File: src/rtl/gb_wavetable_channel.sv
// Wavetable playback channel: internal wave RAM with CPU port and play-time lockout,
// period divider, length counter and DAC gating.
module gb_wavetable_channel #(
  parameter int unsigned SAMPLE_BITS = 4,
  parameter int unsigned ADDR_BITS   = 5,
  parameter int unsigned PERIOD_BITS = 11,
  parameter int unsigned DIV_SHIFT   = 1,
  parameter int unsigned LENGTH_BITS = 8
) (
  input  logic                   clk,
  input  logic                   reset,
  input  logic                   clk_length_ctr,
  input  logic                   start,
  input  logic                   dac_on,
  input  logic                   length_en,
  input  logic                   length_load,
  input  logic [LENGTH_BITS-1:0] length,
  input  logic [1:0]             volume,
  input  logic [PERIOD_BITS-1:0] frequency,
  input  logic                   cpu_we,
  input  logic                   cpu_re,
  input  logic [ADDR_BITS-1:0]   cpu_addr,
  input  logic [SAMPLE_BITS-1:0] cpu_wdata,
  output logic [SAMPLE_BITS-1:0] cpu_rdata,
  output logic                   cpu_ack,
  output logic [SAMPLE_BITS-1:0] level,
  output logic                   active,
  output logic [ADDR_BITS-1:0]   position
);

  localparam int unsigned DIV_W = PERIOD_BITS + DIV_SHIFT;
  localparam int unsigned DEPTH = 1 << ADDR_BITS;
  localparam logic [LENGTH_BITS:0] LEN_FULL = {1'b1, {LENGTH_BITS{1'b0}}};

  logic [SAMPLE_BITS-1:0] mem [DEPTH];

  logic                   start_q;
  logic [DIV_W-1:0]       div_q, div_d;
  logic [ADDR_BITS-1:0]   ptr_q, ptr_d;
  logic                   fetch_q, fetch_d;
  logic [SAMPLE_BITS-1:0] buf_q;
  logic [LENGTH_BITS:0]   len_q, len_d, len_dec;
  logic                   active_q, active_d;
  logic                   ack_q;
  logic [SAMPLE_BITS-1:0] rdata_q;
  logic                   trig, expire;
  logic [DIV_W-1:0]       reload_val;

  always_comb begin
    trig       = start & ~start_q;
    reload_val = DIV_W'(frequency) << DIV_SHIFT;
    len_dec    = len_q - 1'b1;
    div_d      = div_q;
    ptr_d      = ptr_q;
    fetch_d    = 1'b0;
    len_d      = len_q;
    expire     = 1'b0;
    active_d   = active_q;

    if (trig) begin
      div_d = reload_val;
      ptr_d = '0;
    end else if (active_q) begin
      if (div_q == '1) begin
        div_d   = reload_val;
        ptr_d   = ptr_q + 1'b1;
        fetch_d = 1'b1;
      end else begin
        div_d = div_q + 1'b1;
      end
    end

    // Load beats both trigger reload and tick; a tick coincident with a trigger is ignored.
    if (length_load) begin
      len_d = LEN_FULL - {1'b0, length};
    end else if (trig) begin
      if (len_q == '0) len_d = LEN_FULL;
    end else if (clk_length_ctr && length_en && (len_q != '0)) begin
      len_d  = len_dec;
      expire = (len_dec == '0);
    end

    if (trig)        active_d = dac_on;
    else if (expire) active_d = 1'b0;
    if (!dac_on)     active_d = 1'b0;
  end

  always_ff @(posedge clk) begin
    if (cpu_we && !active_q) mem[cpu_addr] <= cpu_wdata;
  end

  always_ff @(posedge clk) begin
    if (reset) begin
      start_q  <= 1'b0;
      div_q    <= '0;
      ptr_q    <= '0;
      fetch_q  <= 1'b0;
      buf_q    <= '0;
      len_q    <= '0;
      active_q <= 1'b0;
      ack_q    <= 1'b0;
      rdata_q  <= '0;
    end else begin
      start_q  <= start;
      div_q    <= div_d;
      ptr_q    <= ptr_d;
      fetch_q  <= fetch_d;
      len_q    <= len_d;
      active_q <= active_d;
      ack_q    <= cpu_we | cpu_re;
      if (fetch_q) buf_q <= mem[ptr_q];
      if (cpu_re)  rdata_q <= active_q ? buf_q : mem[cpu_addr];
    end
  end

  always_comb begin
    level = '0;
    if (active_q && (volume != 2'b00)) level = buf_q >> (volume - 2'd1);
  end

  assign cpu_rdata = rdata_q;
  assign cpu_ack   = ack_q;
  assign active    = active_q;
  assign position  = ptr_q;

endmodule

File: config.mk
export PLATFORM = sky130hd
export DESIGN_NAME = gb_wavetable_channel
export DESIGN_NICKNAME = d
export VERILOG_FILES = /design/src/rtl/gb_wavetable_channel.sv
export SDC_FILE = /design/constraint.sdc
export NUM_CORES = 1
export LEC_CHECK = 0
export ABC_AREA = 0
export BUFFER_PORTS_ARGS = -buffer_cell sky130_fd_sc_hd__buf_4
export CORE_MARGIN = 2
export CORE_UTILIZATION = 57
export CTS_BUF_LIST = sky130_fd_sc_hd__clkbuf_4 sky130_fd_sc_hd__clkbuf_8
export DETAILED_ROUTE_END_ITERATION = 12
export GPL_TIMING_DRIVEN = 0
export PLACE_DENSITY = 0.8
export SYNTH_ARGS = -nofsm -noshare
export SYNTH_HDL_FRONTEND = slang
export SYNTH_SLANG_ARGS = --single-unit
File: constraint.sdc
create_clock -name clk -period 3.05 [get_ports clk]
set_clock_uncertainty 0.1 [all_clocks]
set_input_delay 0.61 -clock clk [delete_from_list [all_inputs] [get_ports clk]]
set_output_delay 0.61 -clock clk [all_outputs]
set_load 0.02 [all_outputs]
==> After elaboration in Yosys (flattened, before gate mapping) <==
Memories as Yosys holds them, arrays and structs flattened. A register that Yosys moved wholly into a read port is not among the register bits.
Index checks and enable logic that the tools add are counted.
{ "op_classes": {"div": 0, "n_eq_ne": 2, "n_mul": 0, "muxes": 17, "n_lt_le_gt_ge": 0, "addsub": 5, "bitwise_logic": 5, "n_reduce_logical": 17, "shift": 1} }
{ "ops": {"columns": ["op", "n"], "rows": [
  ["12-bit two-way mux", 3],
  ["9-bit two-way mux", 4],
  ["9-bit logical NOT", 2],
  ["12-bit by 1-bit adder with 12-bit output, second input constant", 1],
  ["12-bit == test, second input constant", 1],
  ["9-bit nonzero test", 1],
  ["9-bit by 1-bit subtractor with 9-bit output, second input constant", 1],
  ["9-bit by 8-bit subtractor with 9-bit output, first input constant", 1],
  ["1-bit two-way mux", 8],
  ["4-bit two-way mux", 2],
  ["2-bit nonzero test", 3],
  ["5-bit by 1-bit adder with 5-bit output, second input constant", 1],
  ["1-bit logical AND", 4],
  ["2-bit AND reduction", 2],
  ["2-bit OR reduction", 2],
  ["4-bit by 2-bit right shift with 4-bit output", 1],
  ["3-bit by 2-bit != test with 1-bit output, second input constant", 1],
  ["1-bit NOT", 3],
  ["3-bit nonzero test", 1],
  ["3-bit OR reduction", 1],
  ["2-bit by 1-bit subtractor with 2-bit output, second input constant", 1],
  ["1-bit AND", 1],
  ["1-bit logical NOT", 1],
  ["1-bit bitwise OR", 1]
]} }
{ "totals": {"memories": 1, "latch_bits": 0, "in_bits": 39, "ramBits": 128, "romBits": 0, "elab_cells": 57, "register_bits": 34, "output_inout_bits": 15} }
{ "memory_table": {"columns": ["name", "words", "word_bits", "rd", "rd_ports_with_merged_regs", "write_ports", "line_no", "rtl"], "rows": [
  ["mem", 32, 4, 2, 1, 1, "35", "logic [SAMPLE_BITS-1:0] mem [DEPTH];"]
]} }

==> Logic depth before layout (Yosys ltp) <==
{ "depth": {"word_depth": 7, "ltp_mapped": 8, "depth_no_buf": 7} }

==> Least setup slack after synthesis <==
No wires, ideal clock.
{ "synth_path": {"path_type": "input to output", "startpoint": "in volume[0]", "endpoint": "out level[0]", "t_required_ns": 2.340, "arrival_ns": 2.060, "stages": 6, "path_buffers": 1, "path_slack_ns": 0.280, "cell_sequence": "clkbuf_1 inv_1 ha_1 mux2_2 nor2_1 a211oi_1"} }
{ "synth_via": {"elab_chain_len": 3, "word_cells_on_any_way": 5, "classes_between": "1 x add/sub; 1 x shift; 1 x mux; 2 x reduce/logical"} }
{ "synth_lines": {"columns": ["item", "line_no", "rtl"], "rows": [
  ["start: declaration", "18", "input logic [1:0] volume,"],
  ["2-bit by 1-bit subtractor with 2-bit output / 2-bit nonzero test (equally long branches)", "118", "if (active_q && (volume != 2'b00)) level = buf_q >> (volume - 2'd1);"],
  ["4-bit by 2-bit right shift with 4-bit output / 1-bit logical AND (equally long branches)", "118", null],
  ["4-bit two-way mux (*)", "118", null],
  ["end: declaration", "26", "output logic [SAMPLE_BITS-1:0] level,"]
]} }
Mark *: on every way between the ends. The rest lies on a longest branch, timed or not.

==> Final worst setup path <==
{ "layout_path": {"startpoint": "reg active_q (netlist: active)", "endpoint": "out level[2]"} }
{ "layout_via": {"elab_chain_len": 2} }
{ "layout_lines": {"columns": ["item", "line_no", "rtl"], "rows": [
  ["start: declaration", "43", "logic active_q, active_d;"],
  ["start signal: assignment", "109", "active_q <= active_d;"],
  ["1-bit logical AND", "118", null],
  ["4-bit two-way mux", "118", null]
]} }
No other way between the ends.

==> out/results.ini <==
[status]
status=finished clean

[power_and_ir_drop]
seqPwrFrac_pct=55.2
p_sw_mw=1.22
peakVddDrop_mv=0.679
combPwrFrac_pct=11.4
clkPwrFrac_pct=33.4
p_leak_nw=3.19
power.density_nw_per_um2=473
intPower_mw=3.34
swShare_pct=26.7

[clock_tree]
cts_tree=built
post-cts-setup-buffer-count=0
numCtsBuffers=17
path_clk_slew_ns=0.09
clock-sinks=166
cts_root_buf=clkbuf_8
clock_path_buffers=2
h-tree-depth=4
clk_latency_ns=0.46

[final_layout]
syn2layout_area_growth_pct=11.3
finalNetCount=811
fin_util_pct=64.1
final_cell_mix=edfxtp_1 (128), nor2_1 (74), buf_4 (56)
drive_gt1_share_pct=21.1
final_common_cell=edfxtp_1
nFillCells=1119
n_antenna_cell=0
final_cells=966

[timing]
slew_viol_final=0
hold_viol=0
period_share_pct=93.4
fmax_ghz=0.351
finalSetupViolCount=0
timing.slew.headroom_pct=57.4
rsz0062_at_grt=no
tightestPinTransition_ns=0.639
post-route-min-period_ns=2.85

[grt]
grt_pass1_wl_um=36100
antenna_found_initial=0
track_usage_pct=30.0
gr-total-overflow=0
grt_pass1_vias=6367
grt_max_degree=33

[logic_synthesis]
synth_ff_type=edfxtp_1
async_flop_share_pct=0
syn_avg_cell_area_um2=12.4
seq_area_frac_synth_pct=53.2
synth.distinct_cells=67
yosys_register_bits=166
syn_inst=698
synth_edf_count=128
synth_area_um2=8660
synthesis.nets=743
yosysWarningCount=0

[min_path]
min_path_type=input pin to register

[critical_path]
required_ns=2.34
cp.arrival_ns=2.14
critPathKind=register to output port
cp_max_fo=10
start_kind=register
crit_path_end_kind=output port

[route]
dr.pass1.iters=6
antenna_left=0
route.vias.total=6497
wl_per_cell_um=24.2
initialDrtViolationCount=805
drc=0
avgViaCountPerCell=6.73
wirelength_um=23400

[placement]
place_inst=935
io_buffers=49
hpwl_um=16900
gp_congestion=0.976

[floorplanning]
coreArea_um2=15000
dieArea_um2=16200
start_util_pct=57.6
die_w_um=127
rows=45
die_h_um=127
ioPinCount=54

[job]
drv_cap=0

-- final cells by class --
| type | count | area (um^2) | area share (%) |
|---|---|---|---|
| Clock inverter | 14 | 135 | 1.40 |
| Inverter | 12 | 45.0 | 0.468 |
| Timing Repair Buffer | 49 | 368 | 3.82 |
| Tap cell | 188 | 235 | 2.44 |
| Sequential cell | 166 | 4600 | 47.8 |
| Buffer | 48 | 243 | 2.52 |
| Multi-Input combinational cell | 472 | 3770 | 39.1 |
| Clock buffer | 17 | 234 | 2.43 |
-- metal layers --
layer / track usage [%] / vias to the layer above / part of all wire [%]
met1: 39.1 / 3173 / 38
met5: 0 / - / 0
li1: - / 2858 / -
met2: 49.4 / 404 / 49
met4: 11.8 / 0 / 3.6
met3: 6.78 / 62 / 9.5
-- Yosys cell counts, types with 5 or more instances --
cell type / instances / area, um^2
edfxtp_1: 128 / 3840
nor2_1: 74 / 278
mux2i_1: 51 / 510
mux4_2: 40 / 901
dfxtp_1: 38 / 761
nand2_1: 35 / 131
a21oi_1: 24 / 120
clkbuf_1: 24 / 90.1
nand2b_1: 23 / 144
nand3_1: 17 / 85.1
buf_2: 15 / 75.1
nor2b_1: 14 / 87.6
nor3_1: 14 / 70.1
inv_1: 12 / 45.0
o21ai_0: 12 / 60.1
a211oi_1: 10 / 75.1
nand4_1: 10 / 62.6
o22ai_1: 9 / 56.3
mux2_2: 8 / 90.1
nand3b_1: 8 / 60.1
xnor2_1: 8 / 70.1
a22oi_1: 7 / 52.6
buf_4: 7 / 52.6
o32ai_1: 7 / 61.3
a31oi_1: 6 / 37.5
ha_1: 6 / 75.1
nor3b_1: 6 / 45.0
xor2_1: 6 / 52.6
and3_1: 5 / 31.3
o211ai_1: 5 / 37.5
-- registers in the layout (all words and copies together), names as in the netlist --
name	count
active	1
buf_q	4
cpu_ack	1
cpu_rdata	4
div_q	12
fetch_q	1
len_q	9
mem	128
position	5
start_q	1
-- metrics by stage --
step	hold slack [ns]	cell area, um^2	power, mW	TNS, ns	worst slack, ns
2_1_floorplan	0.353	8660	2.88	0	0.280
3_3_place_gp	0.367	9260	3.05	-0.194	-0.0221
3_5_place_dp	0.382	9260	3.07	-1.33	-0.0983
4_1_cts	0.266	9630	4.56	0	0.0440
5_1_grt	0.310	9630	4.72	0	0.0978
6_report	0.288	9630	4.56	0	0.201
-- path summary, 6_finish.rpt --
path	endpoint	slack, ns	from	depth (start not counted)
setup / recovery	level[2]	0.20	active	5
hold / removal	start_q	0.29	start	2
setup reg to reg	buf_q[2]	0.40	position[1]	7
hold reg to reg	len_q[5]	0.39	len_q[5]	2
-- worst max-delay path, stage by stage (launching register included) --
cell      delay [ns]
dfxtp_1         0.46
clkbuf_2        0.31
clkbuf_2        0.32
nand2b_1        0.16
nor3_1          0.24
buf_4           0.18
-- what timing repair did --
item                                   CTS  global route
endpoints found under the hold margin    0             0
hold buffers                             0             0
gates resized for setup                  1             2
setup endpoints to repair                4             3
cloned                                   0             0
-- power groups by stage --
stage / combinational [mW] / clock [mW] / sequential [mW]
after floorplan: 0.322 / 0 / 2.56
after global placement: 0.488 / 0 / 2.56
after detailed placement: 0.507 / 0 / 2.56
after CTS: 0.509 / 1.53 / 2.51
after global routing: 0.564 / 1.63 / 2.52
final: 0.521 / 1.52 / 2.52
-- kinds of logic (layout without fill, tap and decap cells) --
group                    after synthesis  count (layout)  share of synthesized area, %
AND/OR/NAND/NOR                      234             234                          14.1
flip-flops                           166             166                          53.2
AO/OA/AOI/OAI                        119             119                          9.82
multiplexers                          99              99                          17.3
buffers and inverters                 60             140                          3.30
XOR/XNOR                              14              14                          1.42
adder cells (fa/ha/maj)                6               6                         0.867
(Power assumes the default switching activity.)
